`src/rtl/uart_tx_cfg.sv`:
```
// -----------------------------------------------------------------------------
// uart_tx_cfg
//   UART transmitter with a runtime baud divisor, selectable parity and one or
//   two stop bits. Bytes enter through a valid/ready handshake into a one-entry
//   holding register, so the shifter can start the next frame on the same edge
//   that finishes the previous stop bit (no idle gap between frames).
//
// Ports:
//   i_clk          system clock
//   i_reset        asynchronous, active-high reset
//   i_div          clock cycles per serial bit (0 and 1 behave as 2)
//   i_parity_mode  00 none, 01 even, 10 odd, 11 none
//   i_two_stop     1 = two stop bits, 0 = one stop bit
//   i_valid        i_data holds a byte to send
//   i_data         byte to transmit (DBIT bits, sent LSB first)
//   o_ready        holding register empty; byte taken when i_valid && o_ready
//   o_tx           serial line, idle high
//   o_busy         a frame is being shifted out (START..STOP)
//   o_frame_done   one-cycle pulse after the last stop bit completes
// -----------------------------------------------------------------------------
module uart_tx_cfg #(
    parameter int DBIT      = 8,
    parameter int DIV_WIDTH = 16
) (
    input  logic                 i_clk,
    input  logic                 i_reset,
    input  logic [DIV_WIDTH-1:0] i_div,
    input  logic [1:0]           i_parity_mode,
    input  logic                 i_two_stop,
    input  logic                 i_valid,
    input  logic [DBIT-1:0]      i_data,
    output logic                 o_ready,
    output logic                 o_tx,
    output logic                 o_busy,
    output logic                 o_frame_done
);

    localparam int IDX_W = (DBIT > 1) ? $clog2(DBIT) : 1;

    typedef enum logic [2:0] {
        S_IDLE,
        S_START,
        S_DATA,
        S_PARITY,
        S_STOP
    } state_t;

    // Control registers (reset)
    state_t               r_state;
    logic [DIV_WIDTH-1:0] r_cnt;
    logic [DIV_WIDTH-1:0] r_div_m1;
    logic [IDX_W-1:0]     r_bit_idx;
    logic                 r_stop_idx;
    logic                 r_par_en;
    logic                 r_par_bit;
    logic                 r_two_stop;
    logic                 r_ready;
    logic                 r_tx;
    logic                 r_busy;
    logic                 r_done;

    // Data registers (no reset needed; qualified by control state)
    logic [DBIT-1:0]      r_shift;
    logic [DBIT-1:0]      r_hold;

    // Next-state values
    state_t               w_state_nxt;
    logic [DIV_WIDTH-1:0] w_cnt_nxt;
    logic [DIV_WIDTH-1:0] w_div_m1_nxt;
    logic [IDX_W-1:0]     w_bit_idx_nxt;
    logic                 w_stop_idx_nxt;
    logic                 w_par_en_nxt;
    logic                 w_par_bit_nxt;
    logic                 w_two_stop_nxt;
    logic                 w_ready_nxt;
    logic                 w_tx_nxt;
    logic                 w_busy_nxt;
    logic                 w_done_nxt;
    logic [DBIT-1:0]      w_shift_nxt;
    logic [DBIT-1:0]      w_hold_nxt;

    logic [DIV_WIDTH-1:0] w_div_eff;
    logic [DIV_WIDTH-1:0] w_div_m1;
    logic                 w_tick;
    logic                 w_last_stop;
    logic                 w_free;
    logic                 w_load;
    logic                 w_accept;
    logic                 w_par_en_in;
    logic                 w_par_in;

    // Divisor below 2 would leave no room for the down-counter to reload.
    assign w_div_eff   = (i_div < DIV_WIDTH'(2)) ? DIV_WIDTH'(2) : i_div;
    assign w_div_m1    = w_div_eff - DIV_WIDTH'(1);

    assign w_tick      = (r_cnt == '0);
    assign w_last_stop = (r_state == S_STOP) && w_tick && (r_stop_idx == r_two_stop);
    // Shifter can take a new byte while idle or on the very last stop cycle.
    assign w_free      = (r_state == S_IDLE) || w_last_stop;
    // Holding register is full exactly when o_ready is low.
    assign w_load      = w_free && !r_ready;
    assign w_accept    = i_valid && r_ready;

    assign w_par_en_in = (i_parity_mode == 2'b01) || (i_parity_mode == 2'b10);
    assign w_par_in    = (^r_hold) ^ (i_parity_mode == 2'b10);

    always_comb begin
        w_state_nxt    = r_state;
        w_cnt_nxt      = r_cnt;
        w_div_m1_nxt   = r_div_m1;
        w_bit_idx_nxt  = r_bit_idx;
        w_stop_idx_nxt = r_stop_idx;
        w_par_en_nxt   = r_par_en;
        w_par_bit_nxt  = r_par_bit;
        w_two_stop_nxt = r_two_stop;
        w_ready_nxt    = r_ready;
        w_tx_nxt       = r_tx;
        w_busy_nxt     = r_busy;
        w_done_nxt     = 1'b0;
        w_shift_nxt    = r_shift;
        w_hold_nxt     = r_hold;

        if (!w_tick) begin
            w_cnt_nxt = r_cnt - DIV_WIDTH'(1);
        end

        case (r_state)
            S_IDLE: begin
                w_tx_nxt   = 1'b1;
                w_busy_nxt = 1'b0;
            end
            S_START: begin
                if (w_tick) begin
                    w_state_nxt   = S_DATA;
                    w_cnt_nxt     = r_div_m1;
                    w_bit_idx_nxt = '0;
                    w_tx_nxt      = r_shift[0];
                end
            end
            S_DATA: begin
                if (w_tick) begin
                    w_cnt_nxt = r_div_m1;
                    if (r_bit_idx == IDX_W'(DBIT - 1)) begin
                        if (r_par_en) begin
                            w_state_nxt = S_PARITY;
                            w_tx_nxt    = r_par_bit;
                        end else begin
                            w_state_nxt    = S_STOP;
                            w_tx_nxt       = 1'b1;
                            w_stop_idx_nxt = 1'b0;
                        end
                    end else begin
                        w_bit_idx_nxt = r_bit_idx + IDX_W'(1);
                        w_shift_nxt   = r_shift >> 1;
                        w_tx_nxt      = r_shift[1];
                    end
                end
            end
            S_PARITY: begin
                if (w_tick) begin
                    w_state_nxt    = S_STOP;
                    w_cnt_nxt      = r_div_m1;
                    w_tx_nxt       = 1'b1;
                    w_stop_idx_nxt = 1'b0;
                end
            end
            S_STOP: begin
                if (w_tick) begin
                    if (r_stop_idx == r_two_stop) begin
                        w_state_nxt = S_IDLE;
                        w_tx_nxt    = 1'b1;
                        w_busy_nxt  = 1'b0;
                        w_done_nxt  = 1'b1;
                    end else begin
                        w_stop_idx_nxt = 1'b1;
                        w_cnt_nxt      = r_div_m1;
                    end
                end
            end
            default: begin
                w_state_nxt = S_IDLE;
                w_tx_nxt    = 1'b1;
                w_busy_nxt  = 1'b0;
            end
        endcase

        // A load overrides the end-of-frame transition so back-to-back frames
        // go straight from the last stop cycle into the next start bit.
        if (w_load) begin
            w_state_nxt    = S_START;
            w_cnt_nxt      = w_div_m1;
            w_div_m1_nxt   = w_div_m1;
            w_par_en_nxt   = w_par_en_in;
            w_par_bit_nxt  = w_par_in;
            w_two_stop_nxt = i_two_stop;
            w_shift_nxt    = r_hold;
            w_tx_nxt       = 1'b0;
            w_busy_nxt     = 1'b1;
            w_ready_nxt    = 1'b1;
        end

        // Accept and load are mutually exclusive: accept needs an empty
        // holding register, load needs a full one.
        if (w_accept) begin
            w_ready_nxt = 1'b0;
            w_hold_nxt  = i_data;
        end
    end

    always_ff @(posedge i_clk or posedge i_reset) begin
        if (i_reset) begin
            r_state    <= S_IDLE;
            r_cnt      <= '0;
            r_div_m1   <= '0;
            r_bit_idx  <= '0;
            r_stop_idx <= 1'b0;
            r_par_en   <= 1'b0;
            r_par_bit  <= 1'b0;
            r_two_stop <= 1'b0;
            r_ready    <= 1'b1;
            r_tx       <= 1'b1;
            r_busy     <= 1'b0;
            r_done     <= 1'b0;
        end else begin
            r_state    <= w_state_nxt;
            r_cnt      <= w_cnt_nxt;
            r_div_m1   <= w_div_m1_nxt;
            r_bit_idx  <= w_bit_idx_nxt;
            r_stop_idx <= w_stop_idx_nxt;
            r_par_en   <= w_par_en_nxt;
            r_par_bit  <= w_par_bit_nxt;
            r_two_stop <= w_two_stop_nxt;
            r_ready    <= w_ready_nxt;
            r_tx       <= w_tx_nxt;
            r_busy     <= w_busy_nxt;
            r_done     <= w_done_nxt;
        end
    end

    always_ff @(posedge i_clk) begin
        r_shift <= w_shift_nxt;
        r_hold  <= w_hold_nxt;
    end

    assign o_ready      = r_ready;
    assign o_tx         = r_tx;
    assign o_busy       = r_busy;
    assign o_frame_done = r_done;

endmodule

```
`config.mk`:
```
export PLATFORM = sky130hd
export DESIGN_NAME = uart_tx_cfg
export DESIGN_NICKNAME = d
export VERILOG_FILES = /design/src/rtl/uart_tx_cfg.sv
export SDC_FILE = /design/constraint.sdc
export NUM_CORES = 1
export LEC_CHECK = 0
export BUFFER_PORTS_ARGS = -buffer_cell sky130_fd_sc_hd__buf_2
export CAP_MARGIN = 20
export CORE_MARGIN = 4
export CORE_UTILIZATION = 59
export CTS_CLUSTER_DIAMETER = 30
export CTS_CLUSTER_SIZE = 24
export DETAILED_ROUTE_END_ITERATION = 7
export PLACE_DENSITY = 0.75
export SETUP_SLACK_MARGIN = 0.1
export SLEW_MARGIN = 15
export SYNTH_ARGS = -nofsm -noshare
export SYNTH_HDL_FRONTEND = slang
export SYNTH_SLANG_ARGS = --single-unit
```
`constraint.sdc`:
```
create_clock -name i_clk -period 7.5 [get_ports i_clk]
set_clock_uncertainty 0.1 [all_clocks]
set_input_delay 1.5 -clock i_clk [delete_from_list [all_inputs] [get_ports i_clk]]
set_output_delay 1.5 -clock i_clk [all_outputs]
set_load 0.1 [all_outputs]
```
# Word-level counts from Yosys, hierarchy flattened
# Index checks and enable logic that the tools add are counted.
totals:
  ff_bits: 62
  in_bits: 30
  elab_cells: 115
classes:
  n_addsub: 3
  magnitude_cmp: 1
  eq_ne: 25
  n_mux: 49
  bitwise: 1
  n_reduce_logical: 22
op_table:
  columns: ["op", "n"]
  rows:
  - ["16-bit two-way mux", 6]
  - ["3-bit two-way mux", 11]
  - ["8-bit two-way mux", 4]
  - ["16-bit one-hot mux with 2 select lines", 1]
  - ["16-bit by 1-bit subtractor with 16-bit output (second input constant)", 2]
  - ["1-bit two-way mux", 22]
  - ["2-bit inequality test (second input constant)", 10]
  - ["16-bit zero test", 1]
  - ["16-bit by 2-bit < comparator with 1-bit output (second input constant)", 1]
  - ["3-bit inequality test (second input constant)", 5]
  - ["3-bit one-hot mux with 5 select lines", 1]
  - ["7-bit AND reduction", 2]
  - ["2-bit nonzero test", 4]
  - ["8-bit XOR reduction", 1]
  - ["3-bit by 2-bit == test with 1-bit output (second input constant)", 2]
  - ["3-bit == test (second input constant)", 2]
  - ["3-bit one-hot mux with 2 select lines", 1]
  - ["3-bit AND reduction", 2]
  - ["5-bit AND reduction", 1]
  - ["1-bit logical AND", 4]
  - ["1-bit one-hot mux with 4 select lines", 1]
  - ["4-bit AND reduction", 1]
  - ["3-bit by 1-bit adder with 3-bit output (second input constant)", 1]
  - ["3-bit by 1-bit == test with 1-bit output (second input constant)", 1]
  - ["13 further kinds", 14]

# Logic depth before layout (Yosys ltp)
# Gate-level depths: netlist of the first run.
logic_depth:
  word_depth: 7
  mapped_depth: 11
  mapped_depth_nobuf: 10

# Worst setup path before layout of the first run
# OpenSTA, ideal clock, no wires.
synth_timing:
  path_kind: "input-to-reg"
  startpoint: "in i_div[12]"
  endpoint: "reg r_cnt[10]"
  setup_ns: 0.128
  t_arrival_ns: 4.040
  required_time_ns: 7.272
  setup_slack_ns: 3.232
  cell_stages: 10
  path_buffers: 0
  cell_sequence: "or4_4 -> nor4_4 -> nand2_1 -> o21ai_2 -> ha_1 -> or4b_1 -> or2_2 -> nor3_2 -> xnor2_1 -> mux2i_1"
synth_between:
  elab_chain_len: 4
synth_rtl:
  columns: ["item", "line", "text"]
  rows:
  - ["start, declared", "27", "input logic [DIV_WIDTH-1:0] i_div,"]
  - ["16-bit by 2-bit < comparator with 1-bit output", "93", "assign w_div_eff = (i_div < DIV_WIDTH'(2)) ? DIV_WIDTH'(2) : i_div;"]
  - ["16-bit two-way mux", "93", null]
  - ["16-bit by 1-bit subtractor with 16-bit output", "94", "assign w_div_m1 = w_div_eff - DIV_WIDTH'(1);"]
  - ["16-bit two-way mux", "189", "if (w_load) begin"]
  - ["named net w_cnt_nxt[10]", "68", "logic [DIV_WIDTH-1:0] w_cnt_nxt;"]
  - ["end signal, assigned", "226", "r_cnt <= w_cnt_nxt;"]
  - ["end, declared", "50", "logic [DIV_WIDTH-1:0] r_cnt;"]
# The timed path passes the listed nets, and every way through them passes these cells.
# A chain may end at the register's enable or synchronous reset.

# Final worst setup path of the first run
layout_timing:
  startpoint: "in i_div[12]"
  endpoint: "reg r_div_m1[10]"
layout_between:
  elab_chain_len: 3
layout_rtl:
  columns: ["item", "line", "text"]
  rows:
  - ["16-bit by 2-bit < comparator with 1-bit output", "93", null]
  - ["16-bit two-way mux", "93", null]
  - ["16-bit by 1-bit subtractor with 16-bit output", "94", null]
  - ["end signal, assigned", "227", "r_div_m1 <= w_div_m1_nxt;"]
  - ["end, declared", "51", "logic [DIV_WIDTH-1:0] r_div_m1;"]
# No other way between the ends.

==> run summary, run 1 <==
CTS resizes: 0
Gr busiest metal: met2
Peak VDD IR: 204 uV
Grt ovf: 0
Mux cell area share after synthesis: 8.37%
Flop2flop setup slack: 3.84 ns
Cell family with most CP delay: simple AND/OR/NAND/NOR gates
Drt wl/cell: 18.0 um
DRT antenna net count: 0
Min-delay worst type: flip-flop to flip-flop
CP startpoint kind: input pin
Slowest Stage Delay on Critical Path: 0.56 ns
Clock power frac: 21.9%
GRT Overall Usage: 23.1%
Total power: 1.20 mW
Die Height: 85.8 um
CTS max path bufs: 2
Tmin final: 4.34 ns
Worst-Margin Slew: 0.709 ns
Met1 usage: 32.9%
P_int: 0.743 mW
Cells after Synth: 324
Die X: 85.8 um
Proportion of layout cells with a drive suffix above 1: 27.5%
Fill cell count: 485
Final Wtd Congestion: 0.907
DR vias: 2685
DR pass1 iterations: 4
Synth Area in Compound Gates: 14.0%
Fmax achieved: 230 MHz
Adder-cell share of the synthesized area: 1.75%
Rows: 28
Arrival @ worst endpoint: 4.45 ns
Area of the core: 0.00589 sq mm
Simple-Gate Fraction of Synth Area: 20.2%
Slew margin rel.: 52.8%
Port buffer count: 33
Post-synthesis cell type count: 66
Die area: 0.00736 sq mm
Setup TNS: 0 ns
Met2 Track Usage GR: 35.3%
Area contributors post-synth: dfrtp_1 31%, edfxtp_1 13%, xnor2_1 4.4%
Synth Warn #: 0
Largest family of logic cells by synthesized area: simple AND/OR/NAND/NOR gates
Final Hold Viols: 0
Switching power of the nets: 0.457 mW
Leak pwr: 1.56 nW
Power share of the sequential group: 47.1%
Slew Viols, Final: 0
Met3 Use GR: 3.75%
RSZ-0062 raised after global routing: no
WL final: 7830 um
# diodes: 0
Xor and xnor area share after synthesis: 6.62%
Hold_sp: o_busy$_DFFE_PP0P_
Num ports: 34
Switching share of power: 38.1%
Outcome: complete, no violations
Critical Path RT: 7.61 ns
Initial antenna violation count: 0
Path type of the worst setup path: input pin to flip-flop
R2r startpoint: r_cnt[0]$_DFF_PP0_
Initial core utilization: 60.7%
Worst-path cell chain: buf_2, or4_4, nor4_4, nand2_1, o21ai_2, ha_1, or4b_1, or2_2, nor3_2, xnor2_1, a21oi_1
Synthesized area per cell: 11.0 sq um
Placed cells: 418
DRC viols: 0
Layout Cells excl Fill: 435
Number of synthesized flops with an enable pin: 16
Vias per cell: 6.17
Post-synthesis sequential area ratio: 45.8%
H-tree depth: 3
CP max stage cell: or4_4
Setup Fix Bufs, Post-CTS: 0
Max_cap viols: 0
Global-route wire length before repair: 13200 um
HPWL Detailed: 5340 um
Vias in the first global route: 2659
Post-CTS Hold Fix Bufs: 0
Synth Flop Type: dfrtp_1
Clock Tree Root: clkbuf_8
DR iter-0 viols: 199
Largest net degree at the start of global routing: 47
Layout Nets: 390
# clock sinks: 62
Gate power share: 31.0%
Critical path peak fanout: 6
Final setup fails: 0
Synthesized flop and latch total: 62
Power per Cell Area: 305 mW/mm^2
Clk slew on worst S/H paths: 0.07 ns
Share of the synthesized area in the top cell type: 30.8%
Syn-to-layout area delta: 10.3%
Post-Syn Area: 0.00357 sq mm
Crit path launch: i_div[12]
Clock Latency Late Sink: 0.35 ns
WP buf/inv: 1
CTS tree: built
Cell accounting for the most synthesized area: dfrtp_1
Post-Syn Nets: 359
Num CTS Buffers: 9
Fin crit share: 57.9%
Fraction of registers with async set/reset: 74.2%
Crit. End Element: flip-flop
## sequential cells by signal (all words and copies together), names as in the netlist, 3 cells and up
| register | count |
|---|---|
| r_cnt | 16 |
| r_hold | 8 |
| r_state | 3 |
| r_bit_idx | 3 |
| r_div_m1 | 16 |
| r_shift | 8 |
## routing by layer
metal | wire length (um) | vias up
met3 | 528 | 12
li1 | - | 1274
met5 | 0 | -
met4 | 118 | 0
met1 | 3530 | 1305
met2 | 3650 | 94
## stage by stage
step / hold slack, ns / util (%) / worst slack (ns) / cell area, sq um
3_5_place_dp: 0.361 / 63.6 / 2.84 / 3750
3_3_place_gp: 0.360 / 63.6 / 2.97 / 3750
5_1_grt: 0.407 / 66.9 / 3.01 / 3940
4_1_cts: 0.386 / 66.6 / 3.18 / 3920
6_report: 0.380 / 66.9 / 3.16 / 3940
2_1_floorplan: 0.349 / - / 3.23 / 3570
## synth_stat cells (all sizes together), types with 5 or more instances
| cell type | instances |
|---|---|
| xnor2 | 18 |
| buf | 9 |
| or2 | 5 |
| nor2 | 21 |
| nor3b | 6 |
| nor3 | 17 |
| nand3 | 8 |
| xor2 | 9 |
| dfrtp | 44 |
| nor4 | 10 |
| ha | 5 |
| mux2 | 20 |
| nand2 | 20 |
| edfxtp | 16 |
| clkbuf | 7 |
| o21ai | 19 |
| a21oi | 17 |
| inv | 5 |
| a31oi | 5 |
## power groups by stage
stage / combinational (mW) / sequential, mW / clock [mW]
floorplan: 0.255 / 0.594 / 0
finish: 0.372 / 0.565 / 0.262
global placement: 0.358 / 0.561 / 0
CTS: 0.370 / 0.562 / 0.266
global route: 0.408 / 0.580 / 0.282
detailed placement: 0.367 / 0.566 / 0
## worst paths after layout
path	endpoint	depth (start not counted)
max	r_div_m1[10]$_DFFE_PP0P_	11
min in group asynchronous	r_bit_idx[1]$_DFFE_PP0P_	2
max in group asynchronous	r_div_m1[9]$_DFFE_PP0P_	3
min reg2reg	o_busy$_DFFE_PP0P_	1
min	o_busy$_DFFE_PP0P_	1
max reg2reg	r_shift[7]$_SDFFCE_PN0P_	8
## layout by cell type (no fill, tap or decap), types with 3 or more instances in the layout
master | Yosys | layout
a21oi_1 | 16 | 16
nor2_1 | 20 | 20
a211oi_1 | 4 | 4
o21ai_0 | 13 | 13
buf_2 | 6 | 33
nand3_1 | 8 | 8
nor4_4 | 3 | 3
edfxtp_1 | 16 | 16
mux2_2 | 11 | 11
or2_2 | 4 | 4
nor4b_1 | 3 | 3
nand2_1 | 18 | 18
a2bb2oi_1 | 4 | 4
or3_1 | 4 | 4
nor3_1 | 13 | 13
and2_1 | 3 | 3
dfrtp_1 | 44 | 44
o21ai_1 | 4 | 4
xnor2_1 | 18 | 18
a22oi_1 | 4 | 4
mux2_4 | 9 | 9
nor3b_1 | 6 | 6
ha_1 | 5 | 5
xor2_1 | 9 | 9
inv_1 | 5 | 4
clkbuf_8 | 0 | 9
a31oi_1 | 5 | 5
a21o_1 | 4 | 4
mux2i_1 | 4 | 4
nor4_1 | 5 | 5
nor3_2 | 3 | 3
## cell type report
type                    count  area (sq um)  share of cell area (%)
multi-input cells         241          1820                    46.2
flip-flops and latches     62          1630                    41.5
repair buffers             36           200                    5.08
clock buffers               9           124                    3.15
well taps                  75          93.8                    2.38
clock inverters             7          47.5                    1.21
inverters                   5          18.8                   0.477
## kinds of logic (layout without fill, tap and decap cells)
logic type / after synthesis / count (layout)
adders and majority gates: 5 / 5
AOI/OAI and AO/OA: 74 / 74
and+or+nand+nor: 111 / 111
DFF: 62 / 62
xor gates and xnor gates: 27 / 27
muxes: 24 / 24
buffers and inverters: 21 / 57
Power figures use the tool's default switching activity.
==> run 2, diff against run 1 <==
Settings changed: CORE_UTILIZATION 59 to 54, PLACE_DENSITY 0.75 to 0.73.
Clock period 7.5 ns to 3.5 ns, I/O delays scaled along.
==> run 2 against run 1 <==
  * Core utilization decreased by 3.7 points
  * Non-clock buffer count increased by 8
  * Global-route usage decreased by 1.4 points
  * Critical path depth unchanged
  * Power increased by 120%
  * Hold slack got worse by 0.079 ns
  * Via count increased by 1.3%
  * Count of clock-buffer cells in the layout increased by 1
  * Sequential power increased by 110%
  * Clock power increased by 130%
  * Critical path type unchanged
  * Critical endpoint is now r_div_m1[14]$_DFFE_PP0P_
  * Highest routed layer unchanged
==> run summary, run 2 (synthesized netlist as in run 1, its figures left out) <==
Layout Cells excl Fill: 445
H-tree depth: 3
Initial antenna violation count: 0
Outcome: complete, no violations
Most frequent cells in the layout: 44 x dfrtp_1, 33 x buf_2, 20 x nor2_1
Num CTS Buffers: 9
Syn-to-layout area delta: 13.0%
Fin crit share: 91.2%
Setup Fix Bufs, Post-CTS: 0
Final setup fails: 0
Largest net degree at the start of global routing: 47
Clock Latency Late Sink: 0.34 ns
Proportion of layout cells with a drive suffix above 1: 29.3%
Initial core utilization: 55.9%
CTS tree: built
Final Hold Viols: 0
DR vias: 2721
Num ports: 34
Max_cap viols: 0
Worst-Margin Slew: 0.620 ns
Vias per cell: 6.11
RSZ-0062 raised after global routing: no
Most common cell after layout, fill and taps aside: dfrtp_1
Peak VDD IR: 459 uV
Crit. End Element: flip-flop
CTS resizes: 0
Clock Tree Root: clkbuf_8
Fill cell count: 513
Port buffer count: 33
Post-CTS Hold Fix Bufs: 0
DRC viols: 0
DRT antenna net count: 0
Top Registers: r_cnt: 16 flops, r_div_m1: 16 flops
Area of the core: 0.00639 sq mm
Path type of the worst setup path: input pin to flip-flop
R2r startpoint: r_cnt[0]$_DFF_PP0_
Rows: 29
Grt ovf: 0
Slew margin rel.: 58.3%
Arrival @ worst endpoint: 3.32 ns
HPWL Detailed: 5620 um
Tmin final: 3.19 ns
Die area: 0.00798 sq mm
WL final: 7950 um
CTS max path bufs: 2
DR iter-0 viols: 200
Drt wl/cell: 17.9 um
# clock sinks: 62
GRT Overall Usage: 21.6%
R2R depth: 7
CP startpoint kind: input pin
Min-delay worst type: input pin to async pin
Critical Path RT: 3.63 ns
Critical path peak fanout: 5
Fmax achieved: 313 MHz
Final Wtd Congestion: 0.844
Flop2flop setup slack: 0.79 ns
Final design utilization: 63.2%
Leak pwr: 1.61 nW
Power per Cell Area: 651 mW/mm^2
DR pass1 iterations: 4
# diodes: 0
Hold Slack: 0.301 ns
Vias in the first global route: 2701
Die Height: 89.3 um
Critical R2R Capture: r_shift[2]$_DFFE_PP_
Die X: 89.3 um
Clk slew on worst S/H paths: 0.07 ns
Placed cells: 428
Slew Viols, Final: 0
Global-route wire length before repair: 13100 um
Layout Nets: 398
==> run 2: cell count changes in the layout (fill, tap and decap cells not counted), sizes merged <==
| cell | delta |
|---|---|
| clkinvlp | -1 |
| clkbuf | +1 |
| bufinv | +1 |
| buf | +8 |
| inv | -1 |
==> run 2: layer usage <==
layer	routed length (um)	part of all wire [%]	GRT usage (%)	vias to the layer above
met2	3790	48	33.8	77
li1	-	-	-	1290
met4	95	1.2	8.53	0
met5	0	0	0	-
met3	367	4.6	3.87	11
met1	3700	47	30.0	1343
==> run 2: how the worst max path moves through the flow <==
stage / from / end / slack, ns / cells past startpoint
finish: i_div[12] / r_div_m1[14]$_DFFE_PP0P_ / 0.31 / 11
global route: i_div[12] / r_div_m1[12]$_DFFE_PP0P_ / 0.13 / 11
CTS: i_div[12] / r_div_m1[14]$_DFFE_PP0P_ / 0.32 / 11
detailed placement: i_div[12] / r_div_m1[14]$_DFFE_PP0P_ / -0.05 / 11
global placement: i_div[12] / r_div_m1[14]$_DFFE_PP0P_ / 0.06 / 11
floorplan: i_div[12] / r_div_m1[14]$_DFFE_PP0P_ / 0.11 / 10
==> run 2: power by group <==
| part | switching [mW] | leakage [nW] | internal (mW) |
|---|---|---|---|
| logic | 0.456 | 0.824 | 0.359 |
| registers | 0.219 | 0.691 | 0.988 |
| clock network | 0.279 | 0.0981 | 0.328 |
==> run 2: worst max-delay path, stage by stage <==
cell and delay (ns):
buf_2 0.11, or4_4 0.55, nor4_4 0.28, nand2_1 0.10, o21ai_2 0.18, ha_2 0.22
or4b_4 0.50, nor4_1 0.26, xnor2_1 0.20, nor3_1 0.07, a21o_1 0.17
==> run 2: through the flow <==
step                      TNS [ns]  power [mW]  setup slack [ns]  instance area, sq um
after floorplan                  0        1.82             0.111                  3580
after global placement           0        1.98            0.0582                  3820
after detailed placement   -0.0656        2.01           -0.0488                  3820
after CTS                        0        2.62             0.316                  4010
after global routing             0        2.78             0.134                  4030
final                            0        2.63             0.307                  4030
==> run 2: cell type report <==
cell class                 count  area [sq um]  area share, %
inverter                       5          18.8          0.465
clock buffer                  10           128           3.16
multi-input combinational    241          1830           45.3
timing repair buffer          44           268           6.64
tap                           77          96.3           2.39
sequential                    62          1630           40.5
clock inverter                 6          61.3           1.52
